==> config.mk <==
export PLATFORM = sky130hd
export DESIGN_NAME = iq_dc_pair_conditioner
export DESIGN_NICKNAME = d
export VERILOG_FILES = /design/src/rtl/iq_dc_pair_conditioner.sv
export SDC_FILE = /design/constraint.sdc
export NUM_CORES = 1
export LEC_CHECK = 0
export BUFFER_PORTS_ARGS = -buffer_cell sky130_fd_sc_hd__buf_2
export CAP_MARGIN = 20
export CORE_MARGIN = 4
export CORE_UTILIZATION = 40
export CTS_CLUSTER_SIZE = 24
export DETAILED_ROUTE_END_ITERATION = 6
export PLACE_DENSITY = 0.69
export SLEW_MARGIN = 20
export SYNTH_ARGS = -nofsm -noshare
export SYNTH_HDL_FRONTEND = slang
export SYNTH_SLANG_ARGS = --single-unit
==> constraint.sdc <==
create_clock -name clk -period 5.4 [get_ports clk]
set_clock_uncertainty 0.2 [all_clocks]
set_input_delay 1.08 -clock clk [delete_from_list [all_inputs] [get_ports clk]]
set_output_delay 1.08 -clock clk [all_outputs]
set_load 0.005 [all_outputs]
==> src/rtl/iq_dc_pair_conditioner.sv <==
// iq_dc_pair_conditioner
// Pairs the independent I and Q CIC output strobes into one aligned sample,
// removes DC per channel with a leaky-integrator mean estimate, gates the
// pair on stream_en and presents it on a registered valid/ready output.
// Configuration macro: IQ_DC_SATURATE_EN (defined: clamp the DC-removed
// result to OUT_WIDTH; undefined: keep its low OUT_WIDTH bits).
module iq_dc_pair_conditioner #(
    parameter int IN_WIDTH  = 13,
    parameter int OUT_WIDTH = 13,
    parameter int DC_SHIFT  = 8,
    parameter int CNT_WIDTH = 8
) (
    input  logic                 clk,
    input  logic                 rst,
    input  logic [IN_WIDTH-1:0]  i_tdata,
    input  logic                 i_tvalid,
    input  logic [IN_WIDTH-1:0]  q_tdata,
    input  logic                 q_tvalid,
    input  logic                 stream_en,
    output logic [OUT_WIDTH-1:0] out_i_tdata,
    output logic [OUT_WIDTH-1:0] out_q_tdata,
    output logic                 out_tvalid,
    input  logic                 out_tready,
    output logic                 pair_error,
    output logic [CNT_WIDTH-1:0] overflow_count
);

    localparam int ACC_W = IN_WIDTH + DC_SHIFT;
    localparam int Y_W   = IN_WIDTH + 1;

    // Pairing stage state
    logic [IN_WIDTH-1:0] i_hold_q, q_hold_q;
    logic                i_flag_q, q_flag_q;
    logic                pair_error_q;
    logic                pair_fire;

    // DC estimator state and next-state values
    logic [ACC_W-1:0]        i_acc_q, q_acc_q, i_acc_d, q_acc_d;
    logic [IN_WIDTH-1:0]     i_mean, q_mean;
    logic signed [Y_W-1:0]   i_y_d, q_y_d;
    logic                    seeded_q;

    // Result register (P+1) and output register (P+2)
    logic [OUT_WIDTH-1:0] res_i_q, res_q_q;
    logic                 res_valid_q;
    logic [OUT_WIDTH-1:0] out_i_q, out_q_q;
    logic                 out_valid_q;
    logic [CNT_WIDTH-1:0] ovf_q;

    // Reduce the IN_WIDTH+1 signed difference to the output width.
    function automatic logic [OUT_WIDTH-1:0] reduce_y(input logic signed [Y_W-1:0] y);
`ifdef IQ_DC_SATURATE_EN
        localparam logic signed [Y_W-1:0] Y_MAX = Y_W'((2 ** (OUT_WIDTH - 1)) - 1);
        localparam logic signed [Y_W-1:0] Y_MIN = Y_W'(-(2 ** (OUT_WIDTH - 1)));
        if (y > Y_MAX) return OUT_WIDTH'(Y_MAX);
        if (y < Y_MIN) return OUT_WIDTH'(Y_MIN);
        return OUT_WIDTH'(y);
`else
        return OUT_WIDTH'(y);
`endif
    endfunction

    // A pair forms in the cycle both registered flags are set.
    assign pair_fire = i_flag_q & q_flag_q;

    // Capture strobes into hold registers, track flags, flag overwritten unpaired samples.
    always_ff @(posedge clk or posedge rst) begin
        if (rst) begin
            i_hold_q     <= '0;
            q_hold_q     <= '0;
            i_flag_q     <= 1'b0;
            q_flag_q     <= 1'b0;
            pair_error_q <= 1'b0;
        end else begin
            // NOTE: non-blocking assignments let every flop sample the pre-edge
            // flag values, so a strobe in the pairing cycle reloads the hold
            // register only after the pair has consumed the old value.
            if (i_tvalid) i_hold_q <= i_tdata;
            if (q_tvalid) q_hold_q <= q_tdata;
            i_flag_q     <= i_tvalid | (i_flag_q & ~pair_fire);
            q_flag_q     <= q_tvalid | (q_flag_q & ~pair_fire);
            pair_error_q <= (i_tvalid & i_flag_q & ~q_flag_q)
                          | (q_tvalid & q_flag_q & ~i_flag_q);
        end
    end

    // Leaky-integrator mean, DC-removed sample and next accumulator per channel.
    always_comb begin
        // NOTE: every output gets its seed-case value first so no path can
        // leave a variable unassigned and infer a latch.
        i_mean  = i_acc_q[ACC_W-1:DC_SHIFT];
        q_mean  = q_acc_q[ACC_W-1:DC_SHIFT];
        i_y_d   = '0;
        q_y_d   = '0;
        i_acc_d = {i_hold_q, {DC_SHIFT{1'b0}}};
        q_acc_d = {q_hold_q, {DC_SHIFT{1'b0}}};
        if (seeded_q) begin
            i_y_d   = $signed({1'b0, i_hold_q}) - $signed({1'b0, i_mean});
            q_y_d   = $signed({1'b0, q_hold_q}) - $signed({1'b0, q_mean});
            i_acc_d = i_acc_q + ACC_W'(i_hold_q) - ACC_W'(i_mean);
            q_acc_d = q_acc_q + ACC_W'(q_hold_q) - ACC_W'(q_mean);
        end
    end

    // Update the estimator on every pair; register the result only when streaming.
    always_ff @(posedge clk or posedge rst) begin
        if (rst) begin
            i_acc_q     <= '0;
            q_acc_q     <= '0;
            seeded_q    <= 1'b0;
            res_i_q     <= '0;
            res_q_q     <= '0;
            res_valid_q <= 1'b0;
        end else begin
            if (pair_fire) begin
                i_acc_q  <= i_acc_d;
                q_acc_q  <= q_acc_d;
                seeded_q <= 1'b1;
                res_i_q  <= reduce_y(i_y_d);
                res_q_q  <= reduce_y(q_y_d);
            end
            res_valid_q <= pair_fire & stream_en;
        end
    end

    // Output register: hold under backpressure, drop and count new results that collide.
    always_ff @(posedge clk or posedge rst) begin
        if (rst) begin
            out_i_q     <= '0;
            out_q_q     <= '0;
            out_valid_q <= 1'b0;
            ovf_q       <= '0;
        end else if (res_valid_q) begin
            if (out_valid_q && !out_tready) begin
                if (ovf_q != '1) ovf_q <= ovf_q + 1'b1;
            end else begin
                out_i_q     <= res_i_q;
                out_q_q     <= res_q_q;
                out_valid_q <= 1'b1;
            end
        end else if (out_tready) begin
            out_valid_q <= 1'b0;
        end
    end

    assign out_i_tdata    = out_i_q;
    assign out_q_tdata    = out_q_q;
    assign out_tvalid     = out_valid_q;
    assign pair_error     = pair_error_q;
    assign overflow_count = ovf_q;

endmodule
==> results of run 1 <==
## path summary, 6_finish.rpt
check	slack, ns	cells after the start	from	endpoint
max	1.93	12	q_hold_q[1]	q_acc_q[19]
min	0.27	2	res_q_q[1]	res_q_q[1]
max reg2reg	1.93	12	q_hold_q[1]	q_acc_q[19]
min reg2reg	0.27	2	res_q_q[1]	res_q_q[1]
max in group asynchronous	3.33	3	rst	q_hold_q[12]
min in group asynchronous	0.67	2	rst	out_q_tdata[7]
## flip-flops by register name, indices dropped and copies added, names as in the netlist
name	count
i_acc_q	21
i_flag_q	1
i_hold_q	13
out_i_tdata	13
out_q_tdata	13
out_tvalid	1
overflow_count	8
pair_error	1
q_acc_q	21
q_flag_q	1
q_hold_q	13
res_i_q	13
res_q_q	13
res_valid_q	1
seeded_q	1
## cell type report
class                      count  area (sq um)  share of cell area [%]
clock inverter                14           151                    1.49
sequential                   134          3350                    33.0
timing repair buffer          72           373                    3.67
tap                          280           350                    3.45
clock buffer                  18           439                    4.32
multi-input combinational    654          4970                    48.9
inverter                     138           523                    5.15
## cells by family after synthesis
kind of cell | Yosys count | synth area share (%)
compound gates | 256 | 18.6
xor+xnor | 54 | 5.28
fa+ha+maj | 97 | 15.9
buf+inv | 169 | 7.11
flops | 134 | 37.5
mux | 37 | 4.53
simple gates | 210 | 11.1
## layer usage
layer	track usage, %	part of all wire [%]
met1	25.3	50
met2	27.6	43
met3	3.75	5.4
met4	4.92	1.5
met5	0	0
## stage by stage
stage	hold WS (ns)	worst slack (ns)	instances
after floorplan	0.235	0.537	957
after global placement	0.248	1.97	1278
after detailed placement	0.259	1.94	1278
after CTS	0.272	1.91	1310
after global routing	0.301	1.65	1310
final	0.273	1.93	1310
## worst reg2reg max path, stage by stage, from the launching register on
cell	delay [ns]
sky130_fd_sc_hd__dfrtp_1	0.42
sky130_fd_sc_hd__inv_1	0.10
sky130_fd_sc_hd__fa_1	0.59
sky130_fd_sc_hd__inv_1	0.06
sky130_fd_sc_hd__ha_1	0.30
sky130_fd_sc_hd__a211oi_1	0.32
sky130_fd_sc_hd__o21ai_1	0.18
sky130_fd_sc_hd__a41oi_2	0.27
sky130_fd_sc_hd__o21ai_1	0.14
sky130_fd_sc_hd__a221oi_2	0.39
sky130_fd_sc_hd__a21oi_1	0.14
sky130_fd_sc_hd__xnor2_1	0.14
sky130_fd_sc_hd__o21ai_0	0.08
## Yosys cell counts, drive strengths merged, types with 7 or more instances
library cell  count
o21ai            97
xor2             23
ha               69
a21oi            55
clkbuf           25
a21o             16
nor2             24
nor3             20
inv             138
fa               28
o31ai            10
a211oi            8
dfrtp           134
xnor2            31
o22ai             9
o21a             10
mux2             28
nand3            17
and3             17
o21bai            7
mux2i             9
nor2b             8
nand2b            8
nand2            98
==> impl_metrics.toml, run 1 <==
[outcome]
run_status = "finished clean"

[floorplan]
chipHeight_microns = 158
core_sq_um = 21900
die_w_microns = 158
num_io_pins = 68
floorplan.rows = 54
initial_core_util_pct = 40.9
dieArea_sq_um = 24800

[placement]
detailed_place.area_sq_um = 9560
portBuffers = 67
gp_routability_congestion = 0.870
post-dp-hpwl_microns = 15500

[logic_synthesis]
synth-main-ff-cell = "sky130_fd_sc_hd__dfrtp_1"
synth-async-reset-ratio_pct = 100
netlist.area_leader.share_pct = 37.5
syn_area_per_cell_sq_um = 9.35
ys_warn_count = 0
synth.cell_area_sq_um = 8950
synth_largest_area_cell = "sky130_fd_sc_hd__dfrtp_1"
sequential_element_share_of_the_synthesized_area_pct = 37.5
synth_cells = 957
yosysUniqueCellTypes = 66
count_of_flip_flops_with_a_built_in_enable_after_synthesis = 0
most_area_consuming_cells_after_synthesis = "sky130_fd_sc_hd__dfrtp_1 37%, sky130_fd_sc_hd__ha_1 9.6%, sky130_fd_sc_hd__fa_1 6.3%"
ys_seq_elements = 134
synth_fp_nets = 1086

[critical_path]
slowest_stage = "sky130_fd_sc_hd__fa_1"
timing.critical_path.to_type = "register"
setup.worst_path.class = "register to register"
worstPathCellList = "inv_1, fa_1, inv_1, ha_1, a211oi_1, o21ai_1, a41oi_2, o21ai_1, a221oi_2, a21oi_1, xnor2_1, o21ai_0"
critPathLaunchType = "register"
cp_num_buf_inv = 2
timing.critical_path.max_delay_family = "compound AO/OA/AOI/OAI gates"
worst-endpoint-arrival_ns = 3.56
critical_path.max_stage_delay_ns = 0.59
critPathRequiredTime_ns = 5.48
worst-path-max-fanout = 4

[min_path]
worst_hold_path_type = "register to register"

[sta]
min_period_ns = 3.47
setup_viol_count_final = 0
grt_setup_unrepaired = "false"
fmax_mhz = 288
max-slew-margin-rel_pct = 37.5
report.final.hold_viol_count = 0
maxSlewViolCount = 0
tightest_slew_ns = 0.937
final.setup.tns_ns = 0
layout_worst_path_cycle_share_pct = 64.3

[layout]
final_cell_area_sq_um = 10200
fin_nets = 1146
final_layout_size_suffix_gt1_share_pct = 14.8
commonest_non_fill_non_tap_cells_in_the_layout = "137 x sky130_fd_sc_hd__inv_1, 134 x sky130_fd_sc_hd__dfrtp_1, 96 x sky130_fd_sc_hd__nand2_1, 91 x sky130_fd_sc_hd__o21ai_0, 69 x sky130_fd_sc_hd__ha_1"
insertedDiodeCount = 0
layout.cells.most_common = "sky130_fd_sc_hd__inv_1"
final_core_util_pct = 46.4
areaGrowthSynthToFinish_pct = 13.5
number_of_filler_cells_placed_in_the_layout = 2098

[cts]
sinks_on_the_clock_net = 134
clk_latency_ns = 0.42
clk_pin_slew_worst_paths_ns = 0.06
post_cts_buffers = 0
cts_hold_buf = 0
cts-buffers-inserted = 17
h-tree-depth = 4
post_cts.resized_instances = 0
cts-root-to-sink-buffers = 2
cts_tree = "done"
clk_root_buffer_cell = "sky130_fd_sc_hd__clkbuf_16"

[detailed_routing]
wl_per_cell_microns = 16.1
drt_iter0_markers = 407
dr_drc_count = 0
dr_pass1_iterations = 4
total_wirelength_of_the_detailed_routed_design_microns = 21100
detail_route.vias_per_cell = 5.30
ant_nets = 0
dr_vias = 6948

[global_routing]
first_global_vias = 6849
largest_net_degree_at_the_start_of_global_routing = 105
grt_antenna_before_repair = 0
global_route_wire_length_before_repair_microns = 35200
gr_util_all_layers_pct = 17.8
grt_overflow_total = 0

[run]
drv_cap = 0
Power of run 1 is left out: the tool's default activity adds up to more than one toggle a clock period on the data nets, which glitch-free logic cannot reach.
==> run 2: changes to the inputs <==
--- a/config.mk
+++ b/config.mk
@@ -11,7 +11,7 @@
 export CORE_UTILIZATION = 40
 export CTS_CLUSTER_SIZE = 24
 export DETAILED_ROUTE_END_ITERATION = 6
-export PLACE_DENSITY = 0.69
+export PLACE_DENSITY = 0.71
 export SLEW_MARGIN = 20
 export SYNTH_ARGS = -nofsm -noshare
 export SYNTH_HDL_FRONTEND = slang
==> constraint.sdc (replaced) <==
create_clock -name clk -period 3.12 [get_ports clk]
set_clock_uncertainty 0.2 [all_clocks]
set_input_delay 0.624 -clock clk [delete_from_list [all_inputs] [get_ports clk]]
set_output_delay 0.624 -clock clk [all_outputs]
set_load 0.005 [all_outputs]
==> impl_metrics.toml, run 2 (synthesized netlist as in run 1, its figures left out) <==
[outcome]
run_status = "finished clean"

[sta]
fmax_mhz = 325
layout_worst_path_cycle_share_pct = 98.7
maxSlewViolCount = 0
report.final.hold_viol_count = 0
final.hold.worst_slack_ns = 0.0225
tightest_slew_ns = 0.766
min_period_ns = 3.08
grt_setup_unrepaired = "true"
max-slew-margin-rel_pct = 48.6
setup_viol_count_final = 0

[detailed_routing]
drt_iter0_markers = 368
total_wirelength_of_the_detailed_routed_design_microns = 23600
detail_route.vias_per_cell = 5.31
dr_vias = 7575
wl_per_cell_microns = 16.5
dr_pass1_iterations = 5
ant_nets = 0
dr_drc_count = 0

[global_routing]
global_route_wire_length_before_repair_microns = 37200
grt_antenna_before_repair = 0
largest_net_degree_at_the_start_of_global_routing = 87
gr_util_all_layers_pct = 18.6
grt_overflow_total = 0
first_global_vias = 7441

[cts]
clk_latency_ns = 0.42
cts-root-to-sink-buffers = 2
cts_hold_buf = 0
clk_pin_slew_worst_paths_ns = 0.06
clk_root_buffer_cell = "sky130_fd_sc_hd__clkbuf_16"
cts_tree = "done"
h-tree-depth = 4
cts-buffers-inserted = 17
sinks_on_the_clock_net = 134

[run]
drv_cap = 0

[floorplan]
num_io_pins = 68
dieArea_sq_um = 24800
floorplan.rows = 54
chipHeight_microns = 158
initial_core_util_pct = 40.9
core_sq_um = 21900
die_w_microns = 158

[layout]
layout.cells.most_common = "sky130_fd_sc_hd__dfrtp_1"
reg.largest.list = "i_acc_q (21), q_acc_q (21)"
final_cell_area_sq_um = 11600
insertedDiodeCount = 0
areaGrowthSynthToFinish_pct = 29.5
fin_nets = 1264
final_core_util_pct = 52.9
commonest_non_fill_non_tap_cells_in_the_layout = "132 x sky130_fd_sc_hd__dfrtp_1, 116 x sky130_fd_sc_hd__buf_4, 109 x sky130_fd_sc_hd__inv_1, 97 x sky130_fd_sc_hd__nand2_1, 75 x sky130_fd_sc_hd__o21ai_0"
final_layout_size_suffix_gt1_share_pct = 31.1

[critical_path]
cpMostUsedCell = "sky130_fd_sc_hd__buf_4"
timing.critical_path.to_type = "register"
worst-path-max-fanout = 3
slowest_stage = "sky130_fd_sc_hd__fa_1"
timing.reg2reg.worst_path_depth = 14
critical_path.max_stage_delay_ns = 0.47
critPathLaunchType = "register"
setup.worst_path.class = "register to register"
worstPathCellList = "buf_4, fa_1, inv_1, ha_4, buf_4, o21ai_2, o21bai_1, o211ai_1, nand4_1, a31oi_2, buf_4, nor3_2, o21ai_1, a21o_1"
worst-endpoint-arrival_ns = 3.23
critPathRequiredTime_ns = 3.28

[placement]
post-dp-hpwl_microns = 16800
detailed_place.area_sq_um = 10300
portBuffers = 67
gp_routability_congestion = 0.921

[min_path]
worst_hold_path_type = "input pin to asynchronous set/reset pin"
[run 2: routing by layer]
layer	part of all wire [%]	track usage, %
met4	2.5	5.65
met1	46	26.2
met5	0	0
met3	5.8	3.14
met2	46	29.6
[run 2: path summary, 6_finish.rpt]
| check | startpoint | slack, ns | endpoint |
|---|---|---|---|
| setup / recovery | i_acc_q[11] | 0.04 | i_acc_q[19] |
| hold / removal | rst | 0.02 | out_i_tdata[5] |
| setup reg to reg | i_acc_q[11] | 0.04 | i_acc_q[19] |
| hold reg to reg | res_q_q[1] | 0.27 | res_q_q[1] |
| max in group asynchronous | rst | 1.90 | q_acc_q[11] |
| min in group clk | q_tdata[11] | 0.21 | q_hold_q[11] |
[run 2: area by class of cell]
cell class	instances	area [sq um]
Fill cell	1899	10300
Multi-Input combinational cell	654	5420
Sequential cell	134	3360
Timing Repair Buffer	190	1290
Inverter	138	522
Clock buffer	19	443
Tap cell	280	350
Clock inverter	12	203
[run 2: repair_timing]
action                     4_1_cts  5_1_grt
resized for setup               28       97
buffers inserted                 6       18
pin swaps                       23       62
setup endpoints to repair       18       27
gates cloned                     0        0
[run 2: critical path, delay by kind of cell (launching register included)]
kind / cells / cell delay (ns)
AO/OA/AOI/OAI: 6 / 0.98
adder cells (fa/ha/maj): 2 / 0.71
buffers and inverters: 4 / 0.54
flip-flops: 1 / 0.41
AND/OR/NAND/NOR: 2 / 0.18
[run 2: stage by stage]
step | worst slack [ns] | TNS [ns] | std cells
floorplan | 0.0108 | 0 | 957
global placement | -0.0330 | -0.0751 | 1373
detailed placement | -0.116 | -0.784 | 1373
CTS | 0.000815 | 0 | 1410
global route | -0.144 | -0.550 | 1427
finish | 0.0419 | 0 | 1427
Power of run 2 is left out for the same reason.
